$ cat src/rtl/riscv_pkg.sv
// Shared types for the ID->EX operand stage.
//   XLEN / CTRL_W : data width and opaque decoded-control width
//   reg_idx_t     : architectural register index
//   xword_t       : XLEN-wide data word
//   ctrl_t        : decoded-control bundle carried to EX untouched
//   fwd_sel_e     : operand source chosen by the bypass network
//   idex_t        : payload of the ID/EX pipeline register
//   producer_match: "rs is produced by this in-flight instruction"
package riscv_pkg;

  localparam int XLEN   = 32;
  localparam int CTRL_W = 16;

  typedef logic [4:0]        reg_idx_t;
  typedef logic [XLEN-1:0]   xword_t;
  typedef logic [CTRL_W-1:0] ctrl_t;

  typedef enum logic [2:0] {
    FWD_RF,
    FWD_WB,
    FWD_MEM,
    FWD_EX,
    FWD_ZERO
  } fwd_sel_e;

  typedef struct packed {
    reg_idx_t rd;
    logic     rd_wen;
    logic     is_load;
    xword_t   pc;
    xword_t   imm;
    ctrl_t    ctrl;
    xword_t   op_a;
    xword_t   op_b;
  } idex_t;

  // x0 is hard-wired to zero, so it never has a producer.
  function automatic logic producer_match(input reg_idx_t rs,
                                          input logic     valid,
                                          input logic     wen,
                                          input reg_idx_t rd);
    return (rs != '0) && valid && wen && (rd == rs);
  endfunction

endpackage

$ cat src/rtl/hazard_fwd_unit.sv
// Per-source hazard detection and operand resolution (purely combinational).
// Configuration macro: OPFETCH_FORWARD_EN
//   defined   : bypass EX > MEM > WB > regfile; stall only on load-use
//   undefined : regfile only; stall while any in-flight producer matches
// Ports:
//   rs                         source register index
//   ex_valid/ex_wen/ex_is_load/ex_rd/ex_result      producer held in ID/EX
//   mem_wen/mem_is_load/mem_rd/mem_result           producer in EX/MEM
//   wb_wen/wb_rd/wb_result                          producer on regfile write port
//   rf_data                    regfile read data for rs
//   operand                    resolved operand value
//   stall_req                  this source cannot be resolved this cycle
module hazard_fwd_unit
  import riscv_pkg::*;
(
  input  reg_idx_t rs,
  input  logic     ex_valid,
  input  logic     ex_wen,
  input  logic     ex_is_load,
  input  reg_idx_t ex_rd,
  input  xword_t   ex_result,
  input  logic     mem_wen,
  input  logic     mem_is_load,
  input  reg_idx_t mem_rd,
  input  xword_t   mem_result,
  input  logic     wb_wen,
  input  reg_idx_t wb_rd,
  input  xword_t   wb_result,
  input  xword_t   rf_data,
  output xword_t   operand,
  output logic     stall_req
);

  logic ex_hit;
  logic mem_hit;
  logic wb_hit;

  // MEM and WB stage registers carry no separate valid; a bubble has wen=0.
  assign ex_hit  = producer_match(rs, ex_valid, ex_wen,  ex_rd);
  assign mem_hit = producer_match(rs, 1'b1,     mem_wen, mem_rd);
  assign wb_hit  = producer_match(rs, 1'b1,     wb_wen,  wb_rd);

`ifdef OPFETCH_FORWARD_EN
  fwd_sel_e sel;

  // Youngest producer wins. WB must be bypassed because the regfile write
  // lands on the same edge that captures this operand.
  always_comb begin
    sel = FWD_RF;
    if (rs == '0) begin
      sel = FWD_ZERO;
    end else if (ex_hit) begin
      sel = FWD_EX;
    end else if (mem_hit) begin
      sel = FWD_MEM;
    end else if (wb_hit) begin
      sel = FWD_WB;
    end
  end

  always_comb begin
    operand = rf_data;
    case (sel)
      FWD_ZERO: operand = '0;
      FWD_EX:   operand = ex_result;
      FWD_MEM:  operand = mem_result;
      FWD_WB:   operand = wb_result;
      default:  operand = rf_data;
    endcase
  end

  // Load data is not available from EX or from the EX/MEM result bus, so a
  // matching load in either stage forces a wait (conservatively, even when a
  // younger non-load producer would also match).
  assign stall_req = (ex_hit && ex_is_load) || (mem_hit && mem_is_load);
`else
  assign operand   = (rs == '0) ? '0 : rf_data;
  assign stall_req = ex_hit || mem_hit || wb_hit;

  // Bypass data and load flags have no consumer without the bypass network.
  logic unused_fwd_inputs;
  assign unused_fwd_inputs = ^{ex_result, mem_result, wb_result,
                               ex_is_load, mem_is_load};
`endif

endmodule

$ cat src/rtl/operand_fetch.sv
// ID->EX operand stage: drives regfile read selects, resolves RAW hazards by
// bypass or stall, and holds the ID/EX register behind a valid/ready handshake.
// Configuration macro: OPFETCH_FORWARD_EN (full bypass network when defined;
// regfile-only operands with stall-until-retire when undefined).
// Ports:
//   clk, rst (sync, active-high), flush (kill ID/EX contents)
//   id_*            decoded instruction offered with id_valid / id_ready
//   rf_regA/B_sel   regfile read selects (= id_rs1 / id_rs2)
//   rf_regA/B_i     regfile read data (combinational read)
//   fwd_ex_result   ALU result of the instruction now held in ID/EX
//   fwd_mem_*       EX/MEM producer tags and result
//   fwd_wb_*        MEM/WB producer (regfile write port)
//   ex_valid/ex_ready  ID/EX handshake toward EX
//   ex_op_a/b       resolved operands; ex_rd..ex_ctrl registered pass-through
module operand_fetch
  import riscv_pkg::*;
(
  input  logic     clk,
  input  logic     rst,
  input  logic     flush,
  input  logic     id_valid,
  output logic     id_ready,
  input  reg_idx_t id_rs1,
  input  reg_idx_t id_rs2,
  input  reg_idx_t id_rd,
  input  logic     id_rd_wen,
  input  logic     id_is_load,
  input  xword_t   id_pc,
  input  xword_t   id_imm,
  input  ctrl_t    id_ctrl,
  output reg_idx_t rf_regA_sel,
  output reg_idx_t rf_regB_sel,
  input  xword_t   rf_regA_i,
  input  xword_t   rf_regB_i,
  input  xword_t   fwd_ex_result,
  input  reg_idx_t fwd_mem_rd,
  input  logic     fwd_mem_wen,
  input  logic     fwd_mem_is_load,
  input  xword_t   fwd_mem_result,
  input  reg_idx_t fwd_wb_rd,
  input  logic     fwd_wb_wen,
  input  xword_t   fwd_wb_result,
  output logic     ex_valid,
  input  logic     ex_ready,
  output xword_t   ex_op_a,
  output xword_t   ex_op_b,
  output reg_idx_t ex_rd,
  output logic     ex_rd_wen,
  output logic     ex_is_load,
  output xword_t   ex_pc,
  output xword_t   ex_imm,
  output ctrl_t    ex_ctrl
);

  logic     valid_reg;
  logic     valid_next;
  idex_t    idex_reg;
  idex_t    idex_next;

  reg_idx_t src_rs    [2];
  xword_t   src_rf    [2];
  xword_t   src_op    [2];
  logic     src_stall [2];

  logic     stall;
  logic     accept;

  assign rf_regA_sel = id_rs1;
  assign rf_regB_sel = id_rs2;

  assign src_rs[0] = id_rs1;
  assign src_rs[1] = id_rs2;
  assign src_rf[0] = rf_regA_i;
  assign src_rf[1] = rf_regB_i;

  // One resolver per source operand; both sources are treated as used.
  generate
    for (genvar gi = 0; gi < 2; gi++) begin : g_src
      hazard_fwd_unit u_hazard (
        .rs          (src_rs[gi]),
        .ex_valid    (valid_reg),
        .ex_wen      (idex_reg.rd_wen),
        .ex_is_load  (idex_reg.is_load),
        .ex_rd       (idex_reg.rd),
        .ex_result   (fwd_ex_result),
        .mem_wen     (fwd_mem_wen),
        .mem_is_load (fwd_mem_is_load),
        .mem_rd      (fwd_mem_rd),
        .mem_result  (fwd_mem_result),
        .wb_wen      (fwd_wb_wen),
        .wb_rd       (fwd_wb_rd),
        .wb_result   (fwd_wb_result),
        .rf_data     (src_rf[gi]),
        .operand     (src_op[gi]),
        .stall_req   (src_stall[gi])
      );
    end
  endgenerate

  assign stall    = src_stall[0] || src_stall[1];
  assign id_ready = !rst && !flush && !stall && (!valid_reg || ex_ready);
  assign accept   = id_valid && id_ready;

  // Flush beats everything; an un-replaced slot drains when EX takes it;
  // otherwise the whole register holds (payload is left alone on flush).
  always_comb begin
    valid_next = valid_reg;
    idex_next  = idex_reg;
    if (flush) begin
      valid_next = 1'b0;
    end else if (accept) begin
      valid_next        = 1'b1;
      idex_next.rd      = id_rd;
      idex_next.rd_wen  = id_rd_wen;
      idex_next.is_load = id_is_load;
      idex_next.pc      = id_pc;
      idex_next.imm     = id_imm;
      idex_next.ctrl    = id_ctrl;
      idex_next.op_a    = src_op[0];
      idex_next.op_b    = src_op[1];
    end else if (ex_ready) begin
      valid_next = 1'b0;
    end
  end

  always_ff @(posedge clk) begin
    if (rst) begin
      valid_reg <= 1'b0;
      idex_reg  <= '0;
    end else begin
      valid_reg <= valid_next;
      idex_reg  <= idex_next;
    end
  end

  assign ex_valid   = valid_reg;
  assign ex_op_a    = idex_reg.op_a;
  assign ex_op_b    = idex_reg.op_b;
  assign ex_rd      = idex_reg.rd;
  assign ex_rd_wen  = idex_reg.rd_wen;
  assign ex_is_load = idex_reg.is_load;
  assign ex_pc      = idex_reg.pc;
  assign ex_imm     = idex_reg.imm;
  assign ex_ctrl    = idex_reg.ctrl;

endmodule

$ cat config.mk
export PLATFORM = sky130hd
export DESIGN_NAME = operand_fetch
export DESIGN_NICKNAME = d
export VERILOG_FILES = /design/src/rtl/riscv_pkg.sv /design/src/rtl/hazard_fwd_unit.sv /design/src/rtl/operand_fetch.sv
export SDC_FILE = /design/constraint.sdc
export NUM_CORES = 1
export LEC_CHECK = 0
export BUFFER_PORTS_ARGS = -buffer_cell sky130_fd_sc_hd__buf_2
export CAP_MARGIN = 20
export CORE_AREA = 2 2 170 172
export DETAILED_ROUTE_END_ITERATION = 10
export DIE_AREA = 0 0 172 174
export SYNTH_ARGS = -nofsm -noshare
export SYNTH_HDL_FRONTEND = slang
export SYNTH_SLANG_ARGS = --single-unit
$ cat constraint.sdc
create_clock -name clk -period 2.1 [get_ports clk]
set_clock_uncertainty 0.05 [all_clocks]
set_input_delay 0.42 -clock clk [delete_from_list [all_inputs] [get_ports clk]]
set_output_delay 0.42 -clock clk [all_outputs]
set_load 0.02 [all_outputs]
Word-level counts from Yosys, hierarchy flattened
Index checks and enable logic that the tools add are counted.
Word-level totals
  bits in registers: 152
  bits of input ports: 275
  output and inout bits: 163
  logic and storage cells: 55
Operators by class
  eq/ne operators: 6
  multiplexer cells: 4
  bitwise logic cells: 1
  reduce and logical (&&, ||, !) cells: 35
Operators by type and width (number)
  2-to-1 mux 32 bit: 2
  == test 5 bit: 6
  logical AND 1 bit: 18
  logical NOT 5 bit: 2
  nonzero test 5 bit: 2
  logical OR 1 bit: 6
  logical NOT 1 bit: 4
  2-to-1 mux 1 bit: 2
  AND reduction 2 bit: 1
  nonzero test 2 bit: 1
  OR reduction 2 bit: 1
  inverter 1 bit: 1

Longest topological paths before layout
  depth in word-level cells: 12
  gate-level depth with buffers: 8
  mapped depth without buffers: 6

Hierarchy
A second synthesis with hierarchy kept.
Second synthesis, totals
  cell total of the unflattened synthesis: 626
  area total of the unflattened synthesis: 7282.0 um2
By module, submodules not included
  operand_fetch: instances 1, cells an instance 508, area an instance 6441.2 um2, sequential area each 3042.9 um2
  hazard_fwd_unit: instances 2, cells an instance 59, area an instance 420.4 um2, sequential area each 0.0 um2

Worst setup path before layout
Ideal clock, no wire load.
  kind: in2reg
  start point: input port id_rs2[4]
  end point: register idex_reg (netlist bit ex_imm[10])
  setup time: 0.121 ns
  arrival time: 1.862 ns
  data required time: 1.929 ns
  slack: 0.067 ns
  cell stages on the path: 8
  path buffers: 2
  cells stage by stage: nor3_1 nand2_1 and4_1 a41oi_2 nand3_2 buf_6 buf_6 mux2_4
Between the ends
  cells in the longest elaborated chain, start to end: 12
  elaborated cells between the ends (all ways): 19
  classes of those cells: eq/ne (3); reduce/logical (16)
Ends and longest elaborated chain
  start, declared: RTL line operand_fetch.sv:24  | input reg_idx_t id_rs2,
  nonzero test 5 bit: RTL line riscv_pkg.sv:42  | return (rs != '0) && valid && wen && (rd == rs);
  logical AND 1 bit (3 in a row): RTL line riscv_pkg.sv:42
  logical OR 1 bit: RTL line hazard_fwd_unit.sv:78  | assign stall_req = ex_hit || mem_hit || wb_hit;
  logical OR 1 bit (*): RTL line hazard_fwd_unit.sv:78
  logical OR 1 bit (*): RTL line operand_fetch.sv:100  | assign stall = src_stall[0] || src_stall[1];
  logical NOT 1 bit (*): RTL line operand_fetch.sv:101  | assign id_ready = !rst && !flush && !stall && (!valid_reg || ex_ready);
  logical AND 1 bit (*) (2 in a row): RTL line operand_fetch.sv:101
  logical AND 1 bit (*): RTL line operand_fetch.sv:102  | assign accept = id_valid && id_ready;
  AND reduction 2 bit (no line) (*)
  end signal, assigned: RTL line operand_fetch.sv:132  | idex_reg <= idex_next;
  end, declared: RTL line operand_fetch.sv:57  | idex_t idex_reg;
Every way passes the cells marked *; elsewhere a longest branch is shown, timed or not.
A chain may end at the register's enable or synchronous reset.

Final worst setup path
  start point: register idex_reg (netlist bit ex_rd[3])
  end point: output port id_ready
Between the ends
  cells in the longest elaborated chain, start to end: 8
  elaborated cells between the ends (all ways): 12
  classes of those cells: eq/ne (2); reduce/logical (10)
Ends and longest elaborated chain
  == test 5 bit: RTL line riscv_pkg.sv:42
  logical AND 1 bit: RTL line riscv_pkg.sv:42
  logical OR 1 bit (2 in a row): RTL line hazard_fwd_unit.sv:78
  logical OR 1 bit (*): RTL line operand_fetch.sv:100
  logical NOT 1 bit (*): RTL line operand_fetch.sv:101
  logical AND 1 bit (*) (2 in a row): RTL line operand_fetch.sv:101
  end, declared: RTL line operand_fetch.sv:22  | output logic id_ready,
Marked as above.

==> summary.md <==
## Pwr
* 0.422 mV — IR Drop Worst-Case VDD
* 7.90 mW — Power, Total
* 755 mW/mm2 — power density over cell area
* 5.73 nW — leakage dissipation

## Routing
* 21500 um — Total Wirelength
* 0 — Post-DRT Antenna Nets
* 15.4 um — per-cell routed wire length
* 6 — TritonRoute pass-1 iters
* 0 — DRC violation count after routing
* 4.10 — via count normalized by instance count
* 171 — initial detailed-routing violation count
* 5724 — total number of vias

## STA
* 0 — Final Max Tran Viols
* true — unrepaired setup endpoints after global routing
* 126 ps — Post-Route Hold Slack
* -199 ps — Setup WS post-layout
* 146 — Setup-failing EPs final
* 435 MHz — upper clock frequency limit
* 2300 ps — post-layout minimum cycle time
* 675 ps — actual transition at the worst max-transition pin
* 109% — part of the cycle the worst path needs
* 55.0% — tightest slew margin relative to the limit
* 0 — hold violation count in the final report

## Finish
* 1276 — Total Nets Final
* 0 — total inserted antenna cells
* 52.3% — fraction of final layout cells sized beyond drive strength 1
* 58.4% — Layout area overhead
* 0.0105 mm2 — total non-filler cell area in the finished layout

## Yosys
* 0.00660 mm2 — area of the mapped netlist
* 623 — cell count after synthesis
* 898 — syn_nets
* 46.1% — sequential-to-total area share from yosys stat
* dfxtp_1 (46%), mux2_2 (12%), mux2i_1 (9.7%), nor2b_1 (8.2%), nand2b_1 (6.2%) — top cells by area, synth
* dfxtp_1 — cell with the most instances after synthesis
* dfxtp_1 — post-synth top area cell
* 0 — number of enable-type register cells in the synthesized netlist
* 25 — Netlist cell types
* 46.1% — post-synth top area share
* dfxtp_1 (152), nor2b_1 (87), mux2_2 (72) — most instantiated cells after synthesis
* 152 — total of flip-flops plus latches after synthesis
* 10.6 um2 — Mean Syn Cell Area
* 0 — yosys synthesis warning count
* 0% — share of async-settable or async-resettable flops after synthesis
* dfxtp_1 — most used flip-flop cell after synthesis

## Setup path
* 3 — crit path max fanout
* output port — Crit. End Element
* flop to output port — crit path kind
* 1630 ps — endpoint required time on the critical path
* 1830 ps — WP data arrival
* flop — startpoint type of the worst setup path

## Floorplan
* 0.0299 mm2 — area of the die
* 172 um — x dimension of the die
* 23.4% — effective utilization at floorplan
* 174 um — height of the die
* 62 — std cell rows
* 0.0282 mm2 — area of the core
* 438 — Top Ports

## Global routing
* 13.6% — overall fraction of global-route tracks in use
* 5844 — vias in the first global route
* 31300 um — wire length of the first global-routing pass
* 153 — largest net degree at the start of global routing
* 0 — global-route congestion overflow total
* 3 — antenna violations before repair

## Worst hold path
* input pin to flop — hold crit path type

## Run
* 0 — max-capacitance violation count

## Placement
* 14000 um — half-perimeter wire length of the detailed placement result
* 340 — number of I/O port buffers
* 0.805 — final weighted congestion in routability-driven placement
* 0.00895 mm2 — total cell area at the placement stage

## Clock tree
* clkbuf_16 — Clock Tree Root
* 4 — number of H-tree levels
* 420 ps — clock latency reported for the late side of the worst-skew pair
* 152 — CTS sink count
* 2 — deepest clock path buffer count
* built — TritonCTS clock tree
* 70 ps — clock slew at the register clock pins of the worst setup and hold paths
* 17 — cts bufs inserted

## Run status
* negative setup slack — violated checks
* complete, but fails checks — outcome

==> cell type report <==
class	instances	area [um2]
well taps	384	480
clock buffers	23	488
flip-flops and latches	152	3050
clock inverters	8	143
multi-input cells	422	3560
repair buffers	408	2730
fillers	2941	17800
==> sequential cells by signal, summed over array words and instances, names as in the netlist <==
register,count
ex_ctrl,16
ex_imm,32
ex_is_load,1
ex_op_a,32
ex_op_b,32
ex_pc,32
ex_rd,5
ex_rd_wen,1
ex_valid,1
==> logic make-up (layout without fill, tap and decap cells) <==
family	after synthesis	after routing	share of synthesized area [%]
muxes	151	151	25.4
and+or+nand+nor	239	239	20.2
buffers and inverters	49	439	3.94
AOI/OAI and AO/OA	2	2	0.360
DFF	152	152	46.1
xor gates and xnor gates	30	30	3.98
==> worst paths after layout <==
path,from,end,slack (ps),cells past startpoint
worst max-delay path,ex_rd[3],id_ready,-200,6
worst min-delay path,flush,ex_valid,130,2
worst max register to register,ex_rd[3],ex_ctrl[3],-140,10
worst min register to register,ex_op_b[29],ex_op_b[29],420,2
==> repair_timing <==
action                                 4_1_cts  5_1_grt
hold buffers                                 0        0
buffers inserted                             4       11
gates resized for setup                     85       33
cloned                                       7        6
endpoints found under the hold margin        0        0
setup endpoints to repair                   23      153
pin swaps                                    2        2
==> metrics by stage <==
step           setup slack, ps  setup TNS, ps  util, %  instances
3_5_place_dp              -321         -33660     31.7       1339
6_report                  -199          -7940     37.0       1397
3_3_place_gp              -303         -32920     31.7       1339
5_1_grt                   -315         -25420     37.0       1397
4_1_cts                   -267         -15130     35.9       1381
2_1_floorplan             66.7              0        -        623
==> where the power goes <==
part	switching, mW	internal (mW)	total (mW)
Sequential	0.0816	3.06	3.14
Combinational	0.681	0.705	1.39
Clock	1.26	2.11	3.37
Total	2.02	5.88	7.90
==> worst max-delay path: stages, from the launching register on <==
cell and delay (ps):
dfxtp_2 330, xor2_1 160, nor4_1 300, nand4_1 140
and3_4 180, and4_1 180, buf_6 130
==> cell usage in the layout (no fill, tap or decap), types with 20 or more instances in the layout <==
cell       netlist  routed
xor2_1          20      20
buf_4           10      25
nand2_1         66      65
mux2i_1         64      64
mux2_4          15      82
dfxtp_1        152     150
nand2b_1        65      65
nor2b_1         87      87
buf_2           13     338
clkbuf_16        0      23
==> routing by layer <==
metal  up-vias  track usage, %  routed length (um)  share of wire [%]
li1       2796               -                   -                  -
met1      2667            15.1                8730                 41
met4         4            5.46                 449                2.1
met5         -               0                  29               0.13
met2       227            22.9               10300                 48
met3        30            5.62                2010                9.3
Note: power is estimated with default switching activity, not from simulation.
